--- src/rtl/axi4_lite_read_arbiter.sv ---
// rtl/axi4_lite_read_arbiter.sv - round-robin arbiter sharing one AXI4-Lite read port among NUM_REQ requesters
module axi4_lite_read_arbiter #(
    parameter int         ADDR_WIDTH = 32,
    parameter int         DATA_WIDTH = 32,
    parameter int         NUM_REQ    = 2,
    parameter logic [2:0] ARPROT_VAL = 3'b000
) (
    input  logic                          ACLK,
    input  logic                          ARESETN,
    input  logic [NUM_REQ-1:0]            req_valid,
    input  logic [NUM_REQ*ADDR_WIDTH-1:0] req_addr,
    output logic [NUM_REQ-1:0]            req_grant,
    output logic [NUM_REQ-1:0]            rsp_valid,
    output logic [DATA_WIDTH-1:0]         rsp_data,
    output logic [1:0]                    rsp_resp,
    output logic [2:0]                    rsp_id,
    output logic                          busy,
    output logic [ADDR_WIDTH-1:0]         ARADDR,
    output logic [2:0]                    ARPROT,
    output logic                          ARVALID,
    input  logic                          ARREADY,
    input  logic [DATA_WIDTH-1:0]         RDATA,
    input  logic [1:0]                    RRESP,
    input  logic                          RVALID,
    output logic                          RREADY
);

    typedef enum logic [1:0] {IDLE, ADDR, DATA} state_t;

    state_t                  state_q, state_d;
    logic [ADDR_WIDTH-1:0]   araddr_q, araddr_d;
    logic                    arvalid_q, arvalid_d;
    logic                    rready_q, rready_d;
    logic                    busy_q, busy_d;
    logic [NUM_REQ-1:0]      req_grant_q, req_grant_d;
    logic [NUM_REQ-1:0]      rsp_valid_q, rsp_valid_d;
    logic [DATA_WIDTH-1:0]   rsp_data_q, rsp_data_d;
    logic [1:0]              rsp_resp_q, rsp_resp_d;
    logic [2:0]              rsp_id_q, rsp_id_d;
    logic [2:0]              last_grant_q, last_grant_d;

    logic [7:0]              req_valid_ext;
    logic [3:0]              cand;
    logic                    found;
    logic [2:0]              sel;
    logic [NUM_REQ-1:0]      sel_onehot;
    logic [NUM_REQ-1:0]      id_onehot;
    logic [ADDR_WIDTH-1:0]   sel_addr;

    // Search upward from the requester after the last one served, wrapping at NUM_REQ.
    always_comb begin
        req_valid_ext = 8'(req_valid);
        found         = 1'b0;
        sel           = '0;
        cand          = '0;
        for (int k = 1; k <= NUM_REQ; k++) begin
            cand = {1'b0, last_grant_q} + 4'(k);
            if (cand >= 4'(NUM_REQ)) begin
                cand = cand - 4'(NUM_REQ);
            end
            if (!found && req_valid_ext[cand[2:0]]) begin
                found = 1'b1;
                sel   = cand[2:0];
            end
        end
    end

    always_comb begin
        sel_addr   = '0;
        sel_onehot = '0;
        id_onehot  = '0;
        for (int i = 0; i < NUM_REQ; i++) begin
            sel_onehot[i] = (sel == 3'(i));
            id_onehot[i]  = (rsp_id_q == 3'(i));
            if (sel == 3'(i)) begin
                sel_addr = req_addr[i*ADDR_WIDTH +: ADDR_WIDTH];
            end
        end
    end

    always_comb begin
        state_d      = state_q;
        araddr_d     = araddr_q;
        arvalid_d    = arvalid_q;
        rready_d     = rready_q;
        busy_d       = busy_q;
        req_grant_d  = '0;
        rsp_valid_d  = '0;
        rsp_data_d   = rsp_data_q;
        rsp_resp_d   = rsp_resp_q;
        rsp_id_d     = rsp_id_q;
        last_grant_d = last_grant_q;
        case (state_q)
            IDLE: begin
                if (found) begin
                    araddr_d    = sel_addr;
                    arvalid_d   = 1'b1;
                    req_grant_d = sel_onehot;
                    rsp_id_d    = sel;
                    busy_d      = 1'b1;
                    state_d     = ADDR;
                end
            end
            ADDR: begin
                if (ARREADY) begin
                    arvalid_d = 1'b0;
                    rready_d  = 1'b1;
                    state_d   = DATA;
                end
            end
            DATA: begin
                if (RVALID) begin
                    rsp_data_d   = RDATA;
                    rsp_resp_d   = RRESP;
                    rsp_valid_d  = id_onehot;
                    rready_d     = 1'b0;
                    last_grant_d = rsp_id_q;
                    busy_d       = 1'b0;
                    state_d      = IDLE;
                end
            end
            default: begin
                state_d = IDLE;
            end
        endcase
    end

    always_ff @(posedge ACLK or negedge ARESETN) begin
        if (!ARESETN) begin
            state_q      <= IDLE;
            araddr_q     <= '0;
            arvalid_q    <= 1'b0;
            rready_q     <= 1'b0;
            busy_q       <= 1'b0;
            req_grant_q  <= '0;
            rsp_valid_q  <= '0;
            rsp_data_q   <= '0;
            rsp_resp_q   <= '0;
            rsp_id_q     <= '0;
            last_grant_q <= 3'(NUM_REQ - 1);
        end else begin
            state_q      <= state_d;
            araddr_q     <= araddr_d;
            arvalid_q    <= arvalid_d;
            rready_q     <= rready_d;
            busy_q       <= busy_d;
            req_grant_q  <= req_grant_d;
            rsp_valid_q  <= rsp_valid_d;
            rsp_data_q   <= rsp_data_d;
            rsp_resp_q   <= rsp_resp_d;
            rsp_id_q     <= rsp_id_d;
            last_grant_q <= last_grant_d;
        end
    end

    assign ARADDR    = araddr_q;
    assign ARPROT    = ARPROT_VAL;
    assign ARVALID   = arvalid_q;
    assign RREADY    = rready_q;
    assign busy      = busy_q;
    assign req_grant = req_grant_q;
    assign rsp_valid = rsp_valid_q;
    assign rsp_data  = rsp_data_q;
    assign rsp_resp  = rsp_resp_q;
    assign rsp_id    = rsp_id_q;

endmodule

--- config.mk ---
export PLATFORM = sky130hd
export DESIGN_NAME = axi4_lite_read_arbiter
export DESIGN_NICKNAME = d
export VERILOG_FILES = /design/src/rtl/axi4_lite_read_arbiter.sv
export SDC_FILE = /design/constraint.sdc
export NUM_CORES = 1
export LEC_CHECK = 0
export BUFFER_PORTS_ARGS = -buffer_cell sky130_fd_sc_hd__buf_2
export CAP_MARGIN = 20
export CORE_UTILIZATION = 45
export DETAILED_ROUTE_END_ITERATION = 6
export PLACE_DENSITY = 0.8
export SYNTH_ARGS = -nofsm -noshare
export SYNTH_HDL_FRONTEND = slang
export SYNTH_SLANG_ARGS = --single-unit
--- constraint.sdc ---
create_clock -name ACLK -period 2.8 [get_ports ACLK]
set_input_delay 0.28 -clock ACLK [delete_from_list [all_inputs] [get_ports ACLK]]
set_output_delay 0.28 -clock ACLK [all_outputs]
set_load 0.02 [all_outputs]
==> qor.yml <==
die_h_um: 90.7
fillerInstances: 596
dp.cells: 520
final.period_utilization_pct: 85.1
cp.arrival_ns: 2.67
routed-wl-met2_um: 3940
fin_tns_setup_ns: 0
io_pins: 183
syn-cell-area_sq_mm: 0.00354
netlist_instances: 253
post_cts_buffers: 0
hold_buffers: 0
total_power_w: 0.00573
grt_pass1_wl_um: 13300
cts_tree: "done"
area_growth_pct: 34.1
antenna_found_initial: 0
cp.required_ns: 3.08
fin_cells: 538
worstHoldPathType: "input port to register"
r2r_cells: 8
initial_utilization_pct: 47.6
finalWeightedCongestion: 0.762
initialDrtViolationCount: 134
grt_pass1_vias: 2818
antenna_cells: 0
status: "completed"
grt_usage_pct: 20.6
portBuffers: 179
nets: 544
clk_latency_ns: 0.35
maxSlewViolCount: 0
hold_viol_final: 0
die_x_um: 90.7
irDropWorstVdd_mv: 0.727
clk_pin_slew_ns: 0.08
syn_area_per_cell_sq_um: 14.0
max-slew-margin-rel_pct: 64.8
cts_resized: 0
grt_setup_unrepaired: "no"
routedLengthMet1_um: 3520
whs_path_depth: 2
path_max_fanout: 31
wl_um: 8310
cts-root-buf: "clkbuf_8"
fmax_ghz: 0.419
vias: 2812
skew_ns: 0.00889
place_hpwl_um: 5850
setup_viol: 0
holdWs_ns: 0.131
routed-wl-met3_um: 710
htreeDepth: 3
firstDrtPassIters: 4
cp-start-kind: "register"
synth_cell_types: 40
num_rows: 31
maxCapViolCount: 0
layout_min_cycle_time_ns: 2.38
coreArea_sq_mm: 0.00745
clk_path_buf_depth: 2
vias_per_cell: 5.23
post_drt_wl_per_cell_um: 15.4
synth_seq_area_share_pct: 57.3
highest_layer: "met4"
overflow: 0
p_leak_nw: 2.40
drc: 0
numCtsBuffers: 9
ant_nets: 0
cp-end-kind: "register"
grt_max_degree: 82
die-area_sq_mm: 0.00823
power.density_mw_per_mm2: 1210
max_slew.worst_pin.slew_ns: 0.527
criticalPathCategory: "register to register"
yosysWarnings: 0
drive_gt1_share_pct: 56.7
clock_sinks: 81
ys_ff_latch: 81
## Yosys cell counts
cell type	n	share of area, %
or2_4	1	0.25
mux2i_4	2	1.3
nor4b_1	1	0.25
ha_1	6	2.1
a21boi_0	26	5.5
buf_4	3	0.64
mux2_2	37	12
nor2_2	1	0.18
a221o_1	32	9.0
conb_1	1	0.11
nor2_1	1	0.11
nor2b_1	1	0.18
a21oi_1	1	0.14
and2_1	2	0.35
a21boi_1	6	1.3
buf_1	5	0.53
inv_1	4	0.42
mux2i_1	1	0.28
nand3_1	1	0.14
clkbuf_1	5	0.53
or3_1	1	0.18
or2_1	1	0.18
nor4_1	1	0.18
dfrtp_1	80	57
nor2_8	1	0.57
dfstp_2	1	0.74
or3_4	1	0.32
o211ai_1	1	0.21
o21ai_1	1	0.14
o21ai_0	4	0.57
buf_6	6	1.9
a21bo_2	1	0.28
nand2b_1	2	0.35
xnor2_1	2	0.49
a21o_1	1	0.21
a32oi_2	1	0.46
nand2_1	8	0.85
o22ai_2	1	0.35
nand3b_1	1	0.21
nor3b_1	1	0.21
## per-layer routing
metal	up-vias	track usage, %
met3	11	5.81
li1	1298	-
met5	-	0
met4	0	8.74
met2	142	32.3
met1	1361	26.6
## cells by family after synthesis
| kind of cell | Yosys count | share of synthesized area (%) |
|---|---|---|
| flops | 81 | 57.3 |
| other cells | 1 | 0.106 |
| simple gates | 25 | 4.49 |
| compound gates | 75 | 18.2 |
| xor+xnor | 2 | 0.495 |
| mux | 40 | 13.3 |
| fa+ha+maj | 6 | 2.12 |
| buf+inv | 23 | 4.03 |
## placed cells by master, fill, tap and decap left out, types with 5 or more instances in the layout
cell	synthesis	routed
nand2_1	8	8
ha_1	6	6
mux2_2	37	37
dfrtp_1	80	80
clkbuf_8	0	10
a221o_1	32	32
buf_4	3	5
a21boi_1	6	6
buf_2	0	178
a21boi_0	26	26
## power breakdown
group	switching [W]	leakage, nW	internal, W
Sequential	0.000302	0.991	0.00172
Combinational	0.00160	1.31	0.00124
Clock	0.000433	0.0985	0.000438
Total	0.00233	2.40	0.00340
## flip-flops by register name (all words and copies together), names as in the netlist
register      count
ARADDR           32
ARVALID           1
RREADY            1
busy              1
last_grant_q      3
req_grant         2
rsp_data         32
rsp_id            3
rsp_resp          2
rsp_valid         2
state_q           2
## metrics by stage
step	area [sq um]	setup WS [ns]	util, %
floorplan	3550	0.617	-
global placement	4510	0.486	60.6
detailed placement	4510	0.425	60.6
CTS	4720	0.399	63.4
global route	4750	0.245	63.8
finish	4750	0.416	63.8
## layout make-up
cell class | count | area, sq um | area share (%)
Clock buffer | 10 | 138 | 2.90
Multi-Input combinational cell | 151 | 1380 | 29.0
Timing Repair Buffer | 187 | 998 | 21.0
Inverter | 4 | 15.0 | 0.316
Tap cell | 99 | 124 | 2.61
Sequential cell | 81 | 2030 | 42.7
Clock inverter | 6 | 67.6 | 1.42
## final timing paths
path	start	endpoint	slack [ns]
min in group asynchronous	ARESETN	rsp_data[28]	0.44
setup reg to reg	last_grant_q[0]	ARADDR[11]	0.42
setup / recovery	last_grant_q[0]	ARADDR[11]	0.42
hold reg to reg	busy	busy	0.50
hold / removal	ARREADY	state_q[0]	0.13
max in group asynchronous	ARESETN	ARADDR[15]	1.75
## critical path: stages (launching register included)
cell,delay (ns)
dfstp_2,0.62
inv_1,0.10
ha_1,0.19
nor3b_1,0.23
xnor2_1,0.14
or3_1,0.42
mux2i_4,0.22
buf_12,0.22
a221o_1,0.18
Note: power is estimated with default switching activity, not from simulation.
